[src/rtl/avalon_ifetch_pkg.sv]
// Shared types and constants for the Avalon-MM instruction fetch master.
package avalon_ifetch_pkg;

  localparam int         WORD_BYTES = 4;
  localparam logic [3:0] BE_ALL     = 4'b1111;

  typedef enum logic [1:0] {IDLE, REQ, HOLD} ifetch_state_t;

  typedef struct packed {
    logic [31:0] pc;
    logic [31:0] instr;
  } ifetch_entry_t;

endpackage

[src/rtl/ifetch_fifo.sv]
// Prefetch FIFO of {pc, instr} entries; flush has priority over push and pop.
module ifetch_fifo
  import avalon_ifetch_pkg::*;
#(
  parameter  int DEPTH = 4,
  localparam int PTR_W = $clog2(DEPTH),
  localparam int CNT_W = PTR_W + 1
) (
  input  logic          clk,
  input  logic          reset_n,
  input  logic          push,
  input  ifetch_entry_t push_entry,
  input  logic          pop,
  input  logic          flush,
  output ifetch_entry_t head,
  output logic [CNT_W-1:0] count
);

  ifetch_entry_t    mem [DEPTH];
  logic [PTR_W-1:0] wr_ptr;
  logic [PTR_W-1:0] rd_ptr;
  logic             do_push;
  logic             do_pop;

  assign do_push = push && !flush;
  assign do_pop  = pop && (count != '0) && !flush;
  assign head    = mem[rd_ptr];

  // NOTE: the storage array is deliberately not reset; count alone says which entries are meaningful.
  always_ff @(posedge clk) begin
    if (do_push) mem[wr_ptr] <= push_entry;
  end

  // NOTE: sequential state uses non-blocking assignments so every register samples pre-edge values.
  always_ff @(posedge clk or negedge reset_n) begin
    if (!reset_n) begin
      wr_ptr <= '0;
      rd_ptr <= '0;
      count  <= '0;
    end else if (flush) begin
      wr_ptr <= '0;
      rd_ptr <= '0;
      count  <= '0;
    end else begin
      if (do_push) wr_ptr <= wr_ptr + PTR_W'(1);
      if (do_pop)  rd_ptr <= rd_ptr + PTR_W'(1);
      count <= count + CNT_W'(do_push) - CNT_W'(do_pop);
    end
  end

  a_no_overfill: assert property (@(posedge clk) disable iff (!reset_n)
    !(push && !flush && (count == CNT_W'(DEPTH))));

endmodule

[src/rtl/avalon_ifetch_master.sv]
// Avalon-MM pipelined read master prefetching sequential instruction words for the core.
// Define IFETCH_PERF_EN to add saturating HOLD-cycle and redirect counters.
module avalon_ifetch_master
  import avalon_ifetch_pkg::*;
#(
  parameter int          ADDR_W     = 12,
  parameter logic [31:0] RESET_PC   = 32'h0,
  parameter int          FIFO_DEPTH = 4
) (
  input  logic              clk,
  input  logic              reset_n,
  output logic [ADDR_W-1:0] avm_address,
  output logic              avm_read,
  output logic [3:0]        avm_byteenable,
  input  logic              avm_waitrequest,
  input  logic [31:0]       avm_readdata,
  input  logic              avm_readdatavalid,
  input  logic              redirect_valid,
  input  logic [31:0]       redirect_pc,
  output logic              instr_valid,
  output logic [31:0]       instr_data,
  output logic [31:0]       instr_pc,
  input  logic              instr_ready
`ifdef IFETCH_PERF_EN
  ,
  output logic [31:0]       perf_stall_cnt,
  output logic [15:0]       perf_flush_cnt
`endif
);

  localparam int             CNT_W   = $clog2(FIFO_DEPTH) + 1;
  localparam logic [CNT_W:0] CREDITS = (CNT_W+1)'(FIFO_DEPTH);

  ifetch_state_t    state;
  logic [31:0]      fetch_pc, fetch_pc_next, ret_pc, redir_pc;
  logic [CNT_W-1:0] outstanding, out_next, discard, disc_next;
  logic [CNT_W-1:0] fifo_count, cnt_next;
  logic             stale, accept, rdv, drop, push, pop, credit;
  ifetch_entry_t    push_entry, head;

  assign redir_pc       = redirect_pc & ~32'h3;
  assign accept         = avm_read & ~avm_waitrequest;
  // Returns with nothing outstanding are leftovers from before a reset.
  assign rdv            = avm_readdatavalid & (outstanding != '0);
  assign drop           = rdv & (discard != '0);
  assign push           = rdv & ~drop;
  assign instr_valid    = (fifo_count != '0);
  assign pop            = instr_valid & instr_ready;
  assign push_entry     = '{pc: ret_pc, instr: avm_readdata};
  assign instr_pc       = head.pc;
  assign instr_data     = head.instr;
  assign avm_byteenable = BE_ALL;

  // NOTE: each variable gets a value on every path through always_comb, so no latch is inferred.
  always_comb begin
    out_next = outstanding + CNT_W'(accept) - CNT_W'(rdv);
    cnt_next = redirect_valid ? '0 : fifo_count + CNT_W'(push) - CNT_W'(pop);
    // On redirect everything still in flight after this edge is stale, including a same-cycle accept.
    disc_next = redirect_valid ? out_next
                               : discard - CNT_W'(drop) + CNT_W'(accept & stale);
    if (redirect_valid)      fetch_pc_next = redir_pc;
    else if (accept & ~stale) fetch_pc_next = fetch_pc + 32'(WORD_BYTES);
    else                     fetch_pc_next = fetch_pc;
    credit = ({1'b0, cnt_next} + {1'b0, out_next}) < CREDITS;
  end

  always_ff @(posedge clk or negedge reset_n) begin
    if (!reset_n) begin
      state       <= IDLE;
      avm_read    <= 1'b0;
      avm_address <= RESET_PC[ADDR_W-1:0];
      fetch_pc    <= RESET_PC;
      ret_pc      <= RESET_PC;
      outstanding <= '0;
      discard     <= '0;
      stale       <= 1'b0;
    end else begin
      outstanding <= out_next;
      discard     <= disc_next;
      fetch_pc    <= fetch_pc_next;
      if (redirect_valid) ret_pc <= redir_pc;
      else if (push)      ret_pc <= ret_pc + 32'(WORD_BYTES);
      case (state)
        IDLE: begin
          if (credit) begin
            state       <= REQ;
            avm_read    <= 1'b1;
            avm_address <= fetch_pc_next[ADDR_W-1:0];
          end
        end
        REQ, HOLD: begin
          if (accept) begin
            stale <= 1'b0;
            if (credit) begin
              state       <= REQ;
              avm_address <= fetch_pc_next[ADDR_W-1:0];
            end else begin
              state    <= IDLE;
              avm_read <= 1'b0;
            end
          end else begin
            // The stalled request must stay on the bus unchanged, even if the core redirects.
            state <= HOLD;
            if (redirect_valid) stale <= 1'b1;
          end
        end
        default: begin
          state    <= IDLE;
          avm_read <= 1'b0;
        end
      endcase
    end
  end

  ifetch_fifo #(.DEPTH(FIFO_DEPTH)) u_fifo (
    .clk        (clk),
    .reset_n    (reset_n),
    .push       (push),
    .push_entry (push_entry),
    .pop        (pop),
    .flush      (redirect_valid),
    .head       (head),
    .count      (fifo_count)
  );

`ifdef IFETCH_PERF_EN
  always_ff @(posedge clk or negedge reset_n) begin
    if (!reset_n) begin
      perf_stall_cnt <= '0;
      perf_flush_cnt <= '0;
    end else begin
      if ((state == HOLD) && (perf_stall_cnt != '1)) perf_stall_cnt <= perf_stall_cnt + 32'd1;
      if (redirect_valid && (perf_flush_cnt != '1))  perf_flush_cnt <= perf_flush_cnt + 16'd1;
    end
  end
`endif

endmodule

[config.mk]
export PLATFORM = sky130hd
export DESIGN_NAME = avalon_ifetch_master
export DESIGN_NICKNAME = d
export VERILOG_FILES = /design/src/rtl/avalon_ifetch_pkg.sv /design/src/rtl/ifetch_fifo.sv /design/src/rtl/avalon_ifetch_master.sv
export SDC_FILE = /design/constraint.sdc
export NUM_CORES = 1
export LEC_CHECK = 0
export CELL_PAD_IN_SITES_DETAIL_PLACEMENT = 1
export CELL_PAD_IN_SITES_GLOBAL_PLACEMENT = 1
export CORE_MARGIN = 8
export CORE_UTILIZATION = 25
export CTS_CLUSTER_DIAMETER = 150
export CTS_CLUSTER_SIZE = 24
export DETAILED_ROUTE_END_ITERATION = 10
export HOLD_SLACK_MARGIN = 0.06
export PLACE_DENSITY_LB_ADDON = 0.1
export SYNTH_ARGS = -nofsm -noshare
export SYNTH_HDL_FRONTEND = slang
export SYNTH_SLANG_ARGS = --single-unit
[constraint.sdc]
create_clock -name clk -period 5 [get_ports clk]
set_clock_uncertainty 0.1 [all_clocks]
set_input_delay 0.75 -clock clk [delete_from_list [all_inputs] [get_ports clk]]
set_output_delay 0.75 -clock clk [all_outputs]
set_load 0.005 [all_outputs]
* Word-level counts from Yosys, hierarchy flattened
Memories as Yosys holds them, arrays and structs flattened.
Cells that the tools add are included.
** Storage, ports and cells
- Bits in registers :: 93
- Bits in writable memories :: 256
- Output and inout bits :: 82
- Logic and storage cells :: 86
- Memories kept :: 1
** Operators by class
- Add/subtract/negate cells :: 13
- Order comparisons :: 1
- Equal/unequal tests :: 5
- Mux-type cells :: 26
- Bitwise operators :: 10
- Reductions and logical operators :: 18
** Memory list
- u_fifo.mem :: depth 4, bits a word 64, rd ports 1, clocked after memory_dff 0, write ports 1, line ifetch_fifo.sv:19 : ifetch_entry_t mem [DEPTH];
** Operators by type and width (number)
- $mux W32 :: 4
- $add A32 B3 Y32 const B :: 2
- $mux W12 :: 2
- $pmux W12 S2 :: 1
- $add A3 B1 Y3 :: 4
- $mux W2 :: 6
- $reduce_bool A2 Y1 :: 6
- $sub A3 B1 Y3 :: 4
- $mux W3 :: 3
- $reduce_bool A3 Y1 :: 3
- $mux W1 :: 8
- $and A1 B1 Y1 :: 7
- $ne A2 B2 Y1 const B :: 3
- $add A2 B1 Y2 const B :: 2
- $add A3 B3 Y4 :: 1
- $lt A4 B3 Y1 const B :: 1
- $pmux W2 S2 :: 1
- $reduce_and A2 Y1 :: 2
- $logic_and A1 B1 Y1 :: 3
- $not A1 Y1 :: 3
- $reduce_and A3 Y1 :: 1
- $eq A2 B1 Y1 const B :: 1
- $eq A2 B2 Y1 const B :: 1
- $logic_not A2 Y1 :: 1
- other kinds (3) :: 3

* Logic depth before layout (Yosys ltp)
- Depth after elaboration :: 13
- Depth in mapped cells :: 16
- Depth with buffers taken out :: 14

* Hierarchy
Synthesis repeated with hierarchy kept, for this count alone.
** Second synthesis, totals
- Cells, all modules :: 768
- Area total of the unflattened synthesis :: 13475.4 um^2
** By module, submodules not included
- ifetch_fifo :: instances 1, cells an instance 377, area an instance 9724.3 um^2
- avalon_ifetch_master :: instances 1, cells an instance 391, area an instance 3751.1 um^2

* Worst setup path before layout
No wires, ideal clock.
- Kind :: in2reg
- Start point :: input avm_readdatavalid
- End point :: register avm_address[11]
- Library setup time :: 128 ps
- Arrival :: 3519 ps
- Slack :: 1253 ps
- Stages on the path :: 15
- Path through :: o31a_1 -> nand2_2 -> clkinv_1 -> ha_1 -> fa_1 -> xnor2_1 -> nor2_1 -> ha_1 -> or3_1 -> a41o_1 -> a211o_1 -> buf_6 -> buf_6 -> nand2_1 -> o31ai_2
** On the way
- Cells in the longest elaborated chain, start to end :: 12
** Ends and longest elaborated chain
- start, declared :: line avalon_ifetch_master.sv:17 : input logic avm_readdatavalid,
- $and A1 B1 Y1 (*) :: line avalon_ifetch_master.sv:44 : assign rdv = avm_readdatavalid & (outstanding != '0);
- $and A1 B1 Y1 :: line avalon_ifetch_master.sv:45 : assign drop = rdv & (discard != '0);
- $not A1 Y1 :: line avalon_ifetch_master.sv:46 : assign push = rdv & ~drop;
- $and A1 B1 Y1 :: line avalon_ifetch_master.sv:46
- $add A3 B1 Y3 :: line avalon_ifetch_master.sv:57 : cnt_next = redirect_valid ? '0 : fifo_count + CNT_W'(push) - CNT_W'(pop);
- $sub A3 B1 Y3 :: line avalon_ifetch_master.sv:57
- $mux W3 :: line avalon_ifetch_master.sv:57
- $add A3 B3 Y4 (*) :: line avalon_ifetch_master.sv:64 : credit = ({1'b0, cnt_next} + {1'b0, out_next}) < CREDITS;
- $lt A4 B3 Y1 (*) :: line avalon_ifetch_master.sv:64
- $mux W12 (*)
- $mux W12
- $pmux W12 S2 (*)
- end signal, assigned :: line avalon_ifetch_master.sv:71 : avm_address <= RESET_PC[ADDR_W-1:0];
- end signal, assigned :: line avalon_ifetch_master.sv:88 : avm_address <= fetch_pc_next[ADDR_W-1:0];
- end signal, assigned :: line avalon_ifetch_master.sv:96 : avm_address <= fetch_pc_next[ADDR_W-1:0];
- end, declared :: line avalon_ifetch_master.sv:12 : output logic [ADDR_W-1:0] avm_address,
Mark *: on every way between the ends. The rest lies on a longest branch, timed or not. The select of a mux whose other input is x is not followed.
A chain may end at the register's enable or synchronous reset.

* Worst setup path in the final report
- Start point :: register u_fifo.count[1]
- End point :: register avm_address[3]
** On the way
- Cells in the longest elaborated chain, start to end :: 9
** Ends and longest elaborated chain
- start, declared :: line ifetch_fifo.sv:16 : output logic [CNT_W-1:0] count
- start signal, assigned :: line ifetch_fifo.sv:47 : count <= count + CNT_W'(do_push) - CNT_W'(do_pop);
- parallel branches: the longest is 2 deep, another holds $add A3 B1 Y3
- $sub A3 B1 Y3 (*) :: line avalon_ifetch_master.sv:57
- $mux W3 (*) :: line avalon_ifetch_master.sv:57
- $add A3 B3 Y4 (*) :: line avalon_ifetch_master.sv:64
- $lt A4 B3 Y1 (*) :: line avalon_ifetch_master.sv:64
- $mux W12 (*)
- $mux W12
- $pmux W12 S2 (*)
Every way passes the cells marked *. The select of a mux whose other input is x is not followed.

==> flow_metrics.py <==
metrics = {
    "cells_and_area": {
        "fin_nets": 967,
        "final_area_mm2": 0.0157,
        "post_route_cells_drive_above_1_share_pct": 14.9,
        "n_antenna_cell": 0,
        "mostFrequentLayoutCell": "edfxtp_1",
        "layout-area-overhead-vs-synth_pct": 21.5,
        "layout_common_cells": "248 x edfxtp_1, 141 x clkdlybuf4s50_1, 69 x dfrtp_1",
        "stdcell_count": 1560,
    },
    "critical_path": {
        "cp.arrival_ns": 4.45,
        "cpMostUsedCell": "ha_1",
        "cp_slowest_cell": "a211o_1",
        "cp-start-kind": "register",
        "crit_type": "reg2reg",
        "crit_chain": "or3_1 > and2_1 > ha_1 > inv_1 > ha_1 > fa_1 > xnor2_1 > nor2_1 > ha_1 > or3_1 > a41o_1 > a211o_1 > mux2_2",
        "cp.depth": 13,
        "critPathBufInv": 1,
        "cp_top_family": "adder cells",
        "cp-end-kind": "register",
        "cp_slowest_stage_delay_ns": 0.56,
        "rrSetupSlack_ns": 0.85,
        "rr_worst_depth": 13,
        "cp_max_fo": 17,
        "cp.required_ns": 5.30,
    },
    "timing": {
        "slew_headroom_pct": 40.6,
        "setup_tns_ns": 0,
        "finalCritPeriodShare_pct": 83.0,
        "finalMaxSlewViolations": 0,
        "rsz0062_at_grt": "false",
        "fmax_mhz": 241,
        "period_minus_slack_ns": 4.15,
        "final_hold_viol_count": 0,
        "worst_pin_slew_ns": 0.892,
        "setup_viol_count_final": 0,
    },
    "floorplan": {
        "pin_count": 152,
        "core_area_mm2": 0.0512,
        "die_w_um": 243,
        "die_h_um": 243,
        "rows": 83,
        "initial_utilization_pct": 25.2,
        "dieArea_mm2": 0.0591,
    },
    "yosys": {
        "yosys.area.top_type": "edfxtp_1",
        "ys_seq_area_share_pct": 71.5,
        "synthFlopType": "edfxtp_1",
        "synth_area_mm2": 0.0129,
        "syn_inst": 726,
        "ys_async_sr_fraction_pct": 22.3,
        "synth_cell_types": 52,
        "yosysWarningCount": 0,
        "synth-edff-count": 248,
        "synth-seq-cells": 319,
        "synth_area_per_cell_um2": 17.8,
        "synthTopCellsByArea": "edfxtp_1 58%, dfrtp_1 14%, mux4_2 11%",
        "yosysTopAreaCellShare_pct": 57.8,
    },
    "pwr": {
        "p_per_area_mw_per_mm2": 422,
        "max-vdd-ir-drop_mv": 0.385,
        "leakage_nw": 5.13,
    },
    "routing": {
        "drt-total-wl_um": 32300,
        "drc_errors": 0,
        "detail_route.wl_per_cell_um": 20.7,
        "drt_pass1_iterations": 4,
        "ant_nets": 0,
        "num_vias": 6745,
        "drt_iter0_markers": 290,
        "via_per_inst": 4.32,
    },
    "cts": {
        "cts_resized": 0,
        "insertion_delay_ns": 0.53,
        "clkSinkCount": 319,
        "htreeDepth": 1,
        "clk_path_buf_depth": 3,
        "root_buffer": "clkbuf_16",
        "hold_buffers": 0,
        "clk_pin_slew_ns": 0.10,
        "tritoncts": "yes",
        "post_cts_buffers": 0,
        "cts_buffers": 17,
    },
    "place": {
        "placed_cell_area_mm2": 0.0152,
        "numPortBuffers": 143,
        "dp.cells": 1537,
        "gp_congestion": 0.685,
        "hpwl_um": 21300,
    },
    "global_routing": {
        "grt_pass1_vias": 7622,
        "antenna_found_initial": 0,
        "track_usage_pct": 10.9,
        "grt_start_max_net_pins": 52,
        "grt_overflow": 0,
        "grt_pass1_wl_um": 50200,
    },
    "outcome": {
        "outcome": "finished, final reports clean",
    },
    "flow_run": {
        "max-cap-violations": 0,
    },
    "worst_hold_path": {
        "holdCritPathClass": "in2async",
    },
}
==> through the flow <==
step / worst slack [ns] / power (mW) / hold slack (ns) / util [%]
detailed placement: 0.311 / 5.23 / 0.390 / 29.7
global placement: 0.345 / 5.23 / 0.377 / 29.7
floorplan: 1.25 / 4.46 / 0.354 / -
finish: 0.851 / 6.61 / 0.106 / 30.6
global route: 0.643 / 7.04 / 0.119 / 30.6
CTS: 0.782 / 6.80 / 0.0994 / 30.6
==> worst paths after layout <==
path / to / start
worst max-delay path: avm_address[3] / u_fifo.count[1]
worst min-delay path: ret_pc[25] / reset_n
worst max register to register: avm_address[3] / u_fifo.count[1]
worst min register to register: avm_address[9] / avm_address[9]
max in group asynchronous: u_fifo.rd_ptr[1] / reset_n
min in group clk: avm_address[9] / avm_address[9]
==> Yosys cell counts (7+ instances only) <==
library cell	count
edfxtp_1	248
dfrtp_1	71
mux4_2	62
nand2_1	47
nor2_1	34
xnor2_1	23
xor2_1	23
o21ai_0	19
inv_1	18
clkbuf_1	17
ha_1	17
nand4_1	14
a21oi_1	13
nand3_1	13
and3_1	12
mux2_2	12
nor3_1	8
buf_2	7
==> power breakdown <==
group | internal [mW] | switching, mW | leakage [nW]
clock network | 0.641 | 0.874 | 0.225
registers | 3.06 | 0.201 | 3.08
logic | 1.01 | 0.817 | 1.82
==> layer usage <==
| metal | up-vias | GRT usage [%] | part of all wire, % |
|---|---|---|---|
| met3 | 24 | 2.12 | 3.2 |
| met2 | 98 | 18.4 | 48 |
| met1 | 3545 | 14.6 | 47 |
| met4 | 0 | 2.03 | 1.8 |
| li1 | 3078 | - | - |
| met5 | - | 0 | 0 |
==> area by class of cell <==
type                       count  area (um^2)
clock inverter                 1         20.0
fill                        5276        35500
multi-input combinational    358         3460
inverter                      20         75.1
tap                          680          851
sequential                   319         9230
clock buffer                  22          444
timing repair buffer         160         1590
==> logic make-up after synthesis <==
kind of cell / Yosys count / synth area share (%)
flip-flops: 319 / 71.5
multiplexers: 75 / 12.0
XOR/XNOR: 46 / 3.12
buffers and inverters: 53 / 1.90
AND/OR/NAND/NOR: 157 / 6.39
AO/OA/AOI/OAI: 53 / 2.76
adder cells (fa/ha/maj): 21 / 2.27
other: 2 / 0.0583
==> state kept, by name (all words and copies together), names as in the netlist, 3 cells and up <==
signal	count
avm_address	12
discard	3
fetch_pc	12
outstanding	3
ret_pc	30
u_fifo.count	3
u_fifo.mem	248
No activity file was read; power rests on OpenSTA's default activity.
